==> config.mk <==
export PLATFORM = sky130hd
export DESIGN_NAME = zynq_reduce_engine
export DESIGN_NICKNAME = d
export VERILOG_FILES = /design/src/rtl/zynq_reduce_pkg.sv /design/src/rtl/zynq_reduce_lane.sv /design/src/rtl/zynq_reduce_engine.sv
export SDC_FILE = /design/constraint.sdc
export NUM_CORES = 1
export LEC_CHECK = 0
export BUFFER_PORTS_ARGS = -buffer_cell sky130_fd_sc_hd__clkbuf_2
export CORE_MARGIN = 2
export CORE_UTILIZATION = 34
export DETAILED_ROUTE_END_ITERATION = 10
export MAX_ROUTING_LAYER = met4
export PLACE_DENSITY_LB_ADDON = 0.05
export SLEW_MARGIN = 10
export SYNTH_ARGS = -nofsm -noshare
export SYNTH_HDL_FRONTEND = slang
export SYNTH_SLANG_ARGS = --single-unit
==> constraint.sdc <==
create_clock -name aclk -period 3.1 [get_ports aclk]
set_input_delay 0.465 -clock aclk [delete_from_list [all_inputs] [get_ports aclk]]
set_output_delay 0.465 -clock aclk [all_outputs]
set_load 0.03 [all_outputs]
==> src/rtl/zynq_reduce_pkg.sv <==
// Shared types and constants for the PS->PL group reduction engine.
package zynq_reduce_pkg;

  typedef enum logic [1:0] {e_red_add, e_red_xor, e_red_max, e_red_min} red_op_e;

  localparam int red_queue_els_gp = 2;

endpackage

==> src/rtl/zynq_reduce_lane.sv <==
// One reduction lane: combines a group of FIFO heads, buffers results in a
// 2-entry queue and counts results delivered downstream.
module zynq_reduce_lane
  import zynq_reduce_pkg::*;
#(
  parameter int data_width_p = 32,
  parameter int group_p      = 2
) (
  input  logic                            aclk,
  input  logic                            aresetn,
  input  logic [group_p*data_width_p-1:0] in_data_i,
  input  logic [group_p-1:0]              in_v_i,
  output logic [group_p-1:0]              in_yumi_o,
  input  logic [1:0]                      op_i,
  input  logic                            en_i,
  input  logic                            clear_i,
  output logic [data_width_p-1:0]         out_data_o,
  output logic                            out_v_o,
  input  logic                            out_ready_i,
  output logic [data_width_p-1:0]         count_o
);

  function automatic logic [data_width_p-1:0] reduce_f(
    input logic [group_p*data_width_p-1:0] d,
    input red_op_e                         op
  );
    logic [data_width_p-1:0] acc;
    logic [data_width_p-1:0] x;
    acc = d[data_width_p-1:0];
    for (int i = 1; i < group_p; i++) begin
      x = d[i*data_width_p +: data_width_p];
      case (op)
        e_red_add: acc = acc + x;
        e_red_xor: acc = acc ^ x;
        e_red_max: acc = (x > acc) ? x : acc;
        e_red_min: acc = (x < acc) ? x : acc;
      endcase
    end
    return acc;
  endfunction

  logic [data_width_p-1:0] mem_q [red_queue_els_gp];
  logic                    rd_ptr_q, rd_ptr_d;
  logic                    wr_ptr_q, wr_ptr_d;
  logic [1:0]              cnt_q, cnt_d;
  logic [data_width_p-1:0] count_q, count_d;
  logic                    full, accept, deq;

  // Full comes from the registered occupancy, so a dequeue never frees a slot
  // in the same cycle; that keeps yumi independent of out_ready_i.
  assign full       = (cnt_q == 2'(red_queue_els_gp));
  assign accept     = aresetn & en_i & (&in_v_i) & ~full;
  assign in_yumi_o  = {group_p{accept}};
  assign out_v_o    = (cnt_q != 2'd0);
  assign deq        = out_v_o & out_ready_i;
  assign out_data_o = mem_q[rd_ptr_q];
  assign count_o    = count_q;

  always_comb begin
    rd_ptr_d = rd_ptr_q ^ deq;
    wr_ptr_d = wr_ptr_q ^ accept;
    cnt_d    = cnt_q + 2'(accept) - 2'(deq);
    count_d  = clear_i ? '0 : count_q + data_width_p'(deq);
  end

  always_ff @(posedge aclk or negedge aresetn) begin
    if (!aresetn) begin
      rd_ptr_q <= 1'b0;
      wr_ptr_q <= 1'b0;
      cnt_q    <= 2'd0;
      count_q  <= '0;
    end else begin
      rd_ptr_q <= rd_ptr_d;
      wr_ptr_q <= wr_ptr_d;
      cnt_q    <= cnt_d;
      count_q  <= count_d;
    end
  end

  // Queue storage carries no reset; occupancy alone defines validity.
  always_ff @(posedge aclk) begin
    if (accept) begin
      mem_q[wr_ptr_q] <= reduce_f(in_data_i, red_op_e'(op_i));
    end
  end

endmodule

==> src/rtl/zynq_reduce_engine.sv <==
// Accelerator core: reduces groups of PS->PL FIFO heads into PL->PS results
// and exposes per-output delivery counters and the last AXI-Lite write address.
module zynq_reduce_engine
  import zynq_reduce_pkg::*;
#(
  parameter int  data_width_p = 32,
  parameter int  addr_width_p = 6,
  parameter int  num_in_p     = 4,
  parameter int  group_p      = 2,
  localparam int num_out_p    = num_in_p / group_p
) (
  input  logic                              aclk,
  input  logic                              aresetn,
  input  logic [num_in_p*data_width_p-1:0]  in_data_i,
  input  logic [num_in_p-1:0]               in_v_i,
  output logic [num_in_p-1:0]               in_yumi_o,
  output logic [num_out_p*data_width_p-1:0] out_data_o,
  output logic [num_out_p-1:0]              out_v_o,
  input  logic [num_out_p-1:0]              out_ready_i,
  input  logic [1:0]                        op_i,
  input  logic                              en_i,
  input  logic                              clear_i,
  input  logic [addr_width_p-1:0]           awaddr_i,
  input  logic                              awvalid_i,
  input  logic                              awready_i,
  output logic [num_out_p*data_width_p-1:0] count_o,
  output logic [addr_width_p-1:0]           last_addr_o
);

  logic [addr_width_p-1:0] last_addr_q, last_addr_d;

  for (genvar g = 0; g < num_out_p; g++) begin : g_lane
    zynq_reduce_lane #(
      .data_width_p(data_width_p),
      .group_p     (group_p)
    ) u_lane (
      .aclk       (aclk),
      .aresetn    (aresetn),
      .in_data_i  (in_data_i[g*group_p*data_width_p +: group_p*data_width_p]),
      .in_v_i     (in_v_i[g*group_p +: group_p]),
      .in_yumi_o  (in_yumi_o[g*group_p +: group_p]),
      .op_i       (op_i),
      .en_i       (en_i),
      .clear_i    (clear_i),
      .out_data_o (out_data_o[g*data_width_p +: data_width_p]),
      .out_v_o    (out_v_o[g]),
      .out_ready_i(out_ready_i[g]),
      .count_o    (count_o[g*data_width_p +: data_width_p])
    );
  end

  always_comb begin
    last_addr_d = last_addr_q;
    if (awvalid_i && awready_i) begin
      last_addr_d = awaddr_i;
    end
  end

  always_ff @(posedge aclk or negedge aresetn) begin
    if (!aresetn) begin
      last_addr_q <= '0;
    end else begin
      last_addr_q <= last_addr_d;
    end
  end

  assign last_addr_o = last_addr_q;

endmodule

==> results.tsv, run 1 <==
metric	value	unit
initial_core_util	34.3	%
cp_slowest_cell	o41a_1	
synthesis.area	15100	um^2
first_global_vias	13100	
use_met2	31.0	%
max_freq	330	MHz
placed_area	19100	um^2
whs	127	ps
synth_compound_area_share	14.5	%
cp_max_fo	5	
synth-adder-area-share	11.7	%
setup_viol	0	
timing.slew.headroom	53.2	%
drtIter0Drc	614	
grtUsageTotal	19.7	%
fin_crit_sh	97.9	%
std_cell_rows	77	
synth_seq_cells	206	
cts_buffers	28	
crit_path_max_incr_delay	470	ps
die_w	214	um
cap_violations	0	
cts_tree	done	
use_met1	26.9	%
synth_edf_count	128	
synthFlopType	edfxtp_1	
firstDrtPassIters	7	
crit_arrival	3330	ps
layout-drive-gt1-share	35.8	%
pre_cts_ws	-462	ps
startpoint_type	input port	
fin_util	45.6	%
synth_xor_area_share	6.05	%
grt_pass1_wl	70.9	mm
met3_usage	3.56	%
drt.antenna.violating_nets	0	
hold_viol	0	
synthMuxAreaShare	9.28	%
crit_type	in2reg	
synthDistinctLibCells	79	
fillers	4438	
route.detailed.drc	0	
synth_warnings	0	
cp.required	3400	ps
fin_nets	2378	
hp-class	in2reg	
grt_overflow_total	0	
port_buffers	287	
ctsLongestPathBuffers	3	
vias_per_cell	4.87	
die_h	214	um
dieArea	46000	um^2
clock-sinks	206	
grt_max_degree	65	
synth_top_family_by_area	compound AO/OA/AOI/OAI gates	
num_vias	13200	
gp_congestion	0.839	
core_region_area	43900	um^2
busiest_layer	met2	
synthToLayoutAreaGrowth	33.0	%
cellPowerDensity	488	nW/um^2
final_cell_area	20000	um^2
peakVddDrop	0.405	mV
synthArstFlopShare	37.9	%
period_needed	3030	ps
synth.avg_cell_area	9.63	um^2
synthesis.instances	1563	
boundaryPins	288	
cts_root_buf	clkbuf_16	
grt_setup_unrepaired	yes	
wl_per_cell	16.7	um
synth-seq-area-share	38.5	%
routed_wirelength	45.2	mm
path_clk_slew	60	ps
h-tree-depth	1	
clock_skew	15.1	ps
critical_path.cell_chain	clkbuf_2 > inv_4 > ha_4 > nor2b_1 > o211ai_1 > a2111oi_2 > buf_4 > o41a_1 > a211oi_4 > mux2_4 > buf_4 > mux2_4 > nand2_1 > o21ai_1	
layout_setup_ws	65.5	ps
clkLatencyLatePin	580	ps
synth-simple-area-share	14.1	%
dp_hpwl	34.7	mm
outcome	finished clean	
p_leak	9.13	nW
final_max_slew_viol_count	0	
syn_nets	1851	
worst_pin_slew	701	ps
end_kind	register	
antenna_found_initial	5	
==> critical path: cells and delay by family <==
| kind | cells | cell delay, ps |
|---|---|---|
| compound gates | 5 | 1260 |
| mux | 2 | 670 |
| buf+inv | 4 | 500 |
| fa+ha+maj | 1 | 240 |
| simple gates | 2 | 190 |
==> logic make-up after synthesis <==
logic type,count (synthesis)
xor gates and xnor gates,104
muxes,123
DFF,206
buffers and inverters,202
adders and majority gates,140
AOI/OAI and AO/OA,341
and+or+nand+nor,447
==> state kept, by name, summed over array words and instances (netlist names) <==
register	cells
g_lane.u_lane.mem_q	128
g_lane.u_lane.count_o	64
last_addr_o	6
g_lane.u_lane.cnt_q	4
g_lane.u_lane.rd_ptr_q	2
g_lane.u_lane.wr_ptr_q	2
==> layout by cell type (no fill, tap or decap), types with 78 or more instances in the layout <==
master    instances
edfxtp_1        128
mux2_2           88
a21oi_1         115
ha_1            133
clkbuf_2        285
inv_1           135
nor2_1          157
buf_4           269
nand2_1          89
dfrtp_1          78
==> through the flow <==
stage	setup TNS, ps	cells	power, mW
2_1_floorplan	-430	1563	5.60
3_3_place_gp	-40770	2648	6.83
3_5_place_dp	-43900	2648	6.86
4_1_cts	0	2700	9.91
5_1_grt	-1.98	2708	10.3
6_report	0	2708	9.77
==> layer usage <==
metal,vias up,part of all wire (%)
met3,45,4.4
met5,-,0
met2,245,45
met1,6276,49
met4,0,1.7
li1,6624,-
==> path summary, 6_finish.rpt <==
check	slack [ps]	to	startpoint	depth (start not counted)
setup / recovery	70	g_lane[1].u_lane.mem_q[1][3]$_DFFE_PP_	in_data_i[65]	14
hold / removal	130	last_addr_o[3]$_DFFE_PN0P_	awaddr_i[3]	2
setup reg to reg	320	g_lane[0].u_lane.count_o[28]$_DFF_PN0_	g_lane[0].u_lane.cnt_q[1]$_DFF_PN0_	13
hold reg to reg	490	g_lane[1].u_lane.cnt_q[1]$_DFF_PN0_	g_lane[1].u_lane.cnt_q[1]$_DFF_PN0_	1
max in group asynchronous	2080	last_addr_o[2]$_DFFE_PN0P_	aresetn	3
min in group asynchronous	500	g_lane[0].u_lane.count_o[17]$_DFF_PN0_	aresetn	3
==> Yosys cell counts (11+ instances only) <==
master / n / area (um^2)
a211oi_1: 12 / 90.1
a21o_1: 11 / 82.6
a21oi_1: 115 / 576
buf_4: 13 / 97.6
clkbuf_1: 36 / 135
dfrtp_1: 78 / 1950
edfxtp_1: 128 / 3840
ha_1: 138 / 1730
inv_1: 138 / 518
mux2_2: 88 / 991
mux2_4: 11 / 165
mux2i_1: 23 / 230
nand2_1: 90 / 338
nand2b_1: 12 / 75.1
nand3_1: 36 / 180
nand4_1: 31 / 194
nor2_1: 157 / 589
nor2b_1: 24 / 150
nor3_1: 32 / 160
o21ai_0: 70 / 350
o21ai_1: 16 / 80.1
o21bai_1: 11 / 82.6
or3_1: 18 / 113
xnor2_1: 60 / 526
xor2_1: 44 / 385
==> cell type report <==
type | count | area (um^2) | area share [%]
clock inverter | 17 | 115 | 0.575
clock buffer | 34 | 733 | 3.66
multi-input combinational | 1155 | 8540 | 42.6
tap | 592 | 741 | 3.70
antenna | 5 | 12.5 | 0.0625
sequential | 206 | 5800 | 28.9
inverter | 138 | 520 | 2.60
timing repair buffer | 561 | 3580 | 17.9
==> power by group <==
group	internal (mW)	leakage (nW)	switching (mW)
logic	1.48	6.51	2.13
registers	3.13	2.21	0.0571
clock network	1.68	0.411	1.29
==> timing repair <==
item / in CTS / in global routing
hold endpoints to repair: 30 / 0
setup endpoints to repair: 0 / 38
buffers inserted: 0 / 3
resized for setup: 0 / 14
hold buffers: 1 / 0
(Power assumes the default switching activity.)
==> run 2: changes to the inputs <==
--- a/config.mk
+++ b/config.mk
@@ -7,7 +7,7 @@
 export LEC_CHECK = 0
 export BUFFER_PORTS_ARGS = -buffer_cell sky130_fd_sc_hd__clkbuf_2
 export CORE_MARGIN = 2
-export CORE_UTILIZATION = 34
+export CORE_UTILIZATION = 57
 export DETAILED_ROUTE_END_ITERATION = 10
 export MAX_ROUTING_LAYER = met4
 export PLACE_DENSITY_LB_ADDON = 0.05
==> constraint.sdc (replaced) <==
create_clock -name aclk -period 3 [get_ports aclk]
set_input_delay 0.45 -clock aclk [delete_from_list [all_inputs] [get_ports aclk]]
set_output_delay 0.45 -clock aclk [all_outputs]
set_load 0.03 [all_outputs]
==> results.tsv, run 2 (same netlist as run 1, synthesis figures left out) <==
metric	value	unit	change
regMostFlops	g_lane.u_lane.mem_q		
path_clk_slew	60	ps	about the same
timing.slew.headroom	46.8	%	-6.5 points
peakVddDrop	0.662	mV	+63%
whs	145	ps	+17.3 ps
boundaryPins	288		unchanged
grt_overflow_total	0		unchanged
fin_tns_setup	0	ps	unchanged
p_leak	9.10	nW	-0.40%
placed_area	18700	um^2	-1.9%
cts_tree	done		
std_cell_rows	59		-23%
wl_per_cell	16.8	um	+0.56%
core_region_area	26000	um^2	-41%
dieArea	27700	um^2	-40%
grt_pass1_wl	65.2	mm	-8.1%
clock-sinks	206		unchanged
final_cells	2441		-9.9%
vias_per_cell	5.56		+14%
end_kind	register		
fin_crit_sh	96.8	%	
setup_viol	0		unchanged
clkLatencyLatePin	540	ps	-40 ps
die_w	167	um	-22%
h-tree-depth	1		unchanged
final_max_slew_viol_count	0		unchanged
worst_pin_slew	779	ps	+77.2 ps
cp.required	3350	ps	-50 ps
cp_max_fo	4		-1
gp_congestion	0.945		+13%
grt_max_degree	56		-14%
outcome	finished clean		
numPlacedInstances	2387		-9.9%
cellPowerDensity	510	nW/um^2	+4.5%
final_cell_mix	clkbuf_2 (284), buf_4 (265), nor2_1 (157)		
dp_hpwl	30.9	mm	-11%
layout_setup_ws	95.9	ps	+30.4 ps
startpoint_type	input port		
ctsLongestPathBuffers	3		unchanged
fin_nets	2371		-0.29%
final_common_cell	clkbuf_2		
cap_violations	0		unchanged
port_buffers	287		unchanged
die_h	167	um	-22%
antenna_found_initial	5		unchanged
crit_type	in2reg		
synthToLayoutAreaGrowth	30.6	%	
first_global_vias	13200		+0.71%
crit_arrival	3260	ps	-70 ps
grt_setup_unrepaired	yes		
largest_reg_flops	128		unchanged
drt.antenna.violating_nets	0		unchanged
hp-class	in2reg		
clock_skew	11.3	ps	-3.74 ps
cts_buffers	25		-11%
initial_core_util	57.9	%	+24 points
drtIter0Drc	1069		+74%
pre_cts_ws	-424	ps	+37.3 ps
cts_root_buf	clkbuf_16		
rrSetupSlack	330	ps	about the same
layout-drive-gt1-share	35.6	%	-0.26 points
routed_wirelength	40.9	mm	-9.4%
num_vias	13600		+2.9%
period_needed	2900	ps	
fin_util	75.7	%	+30 points
grtUsageTotal	29.3	%	+9.5 points
max_freq	344	MHz	
firstDrtPassIters	5		-2
hold_viol	0		unchanged
route.detailed.drc	0		unchanged
power	10.0	mW	+2.6%
final_cell_area	19700	um^2	-1.8%
[run 2: final cells by class]
type,instances,area [um^2]
Inverter,138,520
Multi-Input combinational cell,1155,8550
Clock inverter,9,135
Clock buffer,36,677
Tap cell,335,419
Sequential cell,206,5800
Timing Repair Buffer,557,3560
Fill cell,1909,6320
Antenna cell,5,12.5
[run 2: worst max-delay path: stages]
cell and delay (ps):
buf_4 100, inv_4 40, buf_4 130, fa_2 410
or2_4 280, a221oi_4 250, a2111o_2 220, a31oi_4 100
a21oi_4 200, a31oi_4 130, or4_4 500, mux2i_1 140
a221oi_2 300
[run 2: report_power, final]
group          switching, mW  internal (mW)
combinational           2.17           1.54
clock                   1.20           1.83
sequential            0.0602           3.23
[run 2: worst paths after layout]
| check | to | depth (start not counted) | from |
|---|---|---|---|
| setup / recovery | g_lane[1].u_lane.mem_q[0][28]$_DFFE_PP_ | 13 | in_data_i[65] |
| hold / removal | last_addr_o[1]$_DFFE_PN0P_ | 2 | awaddr_i[1] |
| setup reg to reg | g_lane[1].u_lane.count_o[31]$_DFF_PN0_ | 11 | g_lane[1].u_lane.cnt_q[1]$_DFF_PN0_ |
| hold reg to reg | g_lane[0].u_lane.cnt_q[1]$_DFF_PN0_ | 1 | g_lane[0].u_lane.cnt_q[1]$_DFF_PN0_ |
| max in group asynchronous | last_addr_o[3]$_DFFE_PN0P_ | 3 | aresetn |
| min in group asynchronous | g_lane[0].u_lane.count_o[8]$_DFF_PN0_ | 3 | aresetn |
[run 2: timing repair]
action / CTS / global route
setup buffers: 0 / 2
endpoints found under the setup margin: 0 / 28
hold endpoints to repair: 23 / 0
hold buffers: 1 / 0
gates resized for setup: 0 / 19
[run 2: metal layers]
layer | vias up | part of all wire [%] | GRT usage, %
li1 | 6607 | - | -
met5 | - | 0 | -
met4 | 0 | 2.0 | 7.12
met1 | 6459 | 44 | 38.2
met2 | 445 | 47 | 48.0
met3 | 62 | 6.9 | 4.75
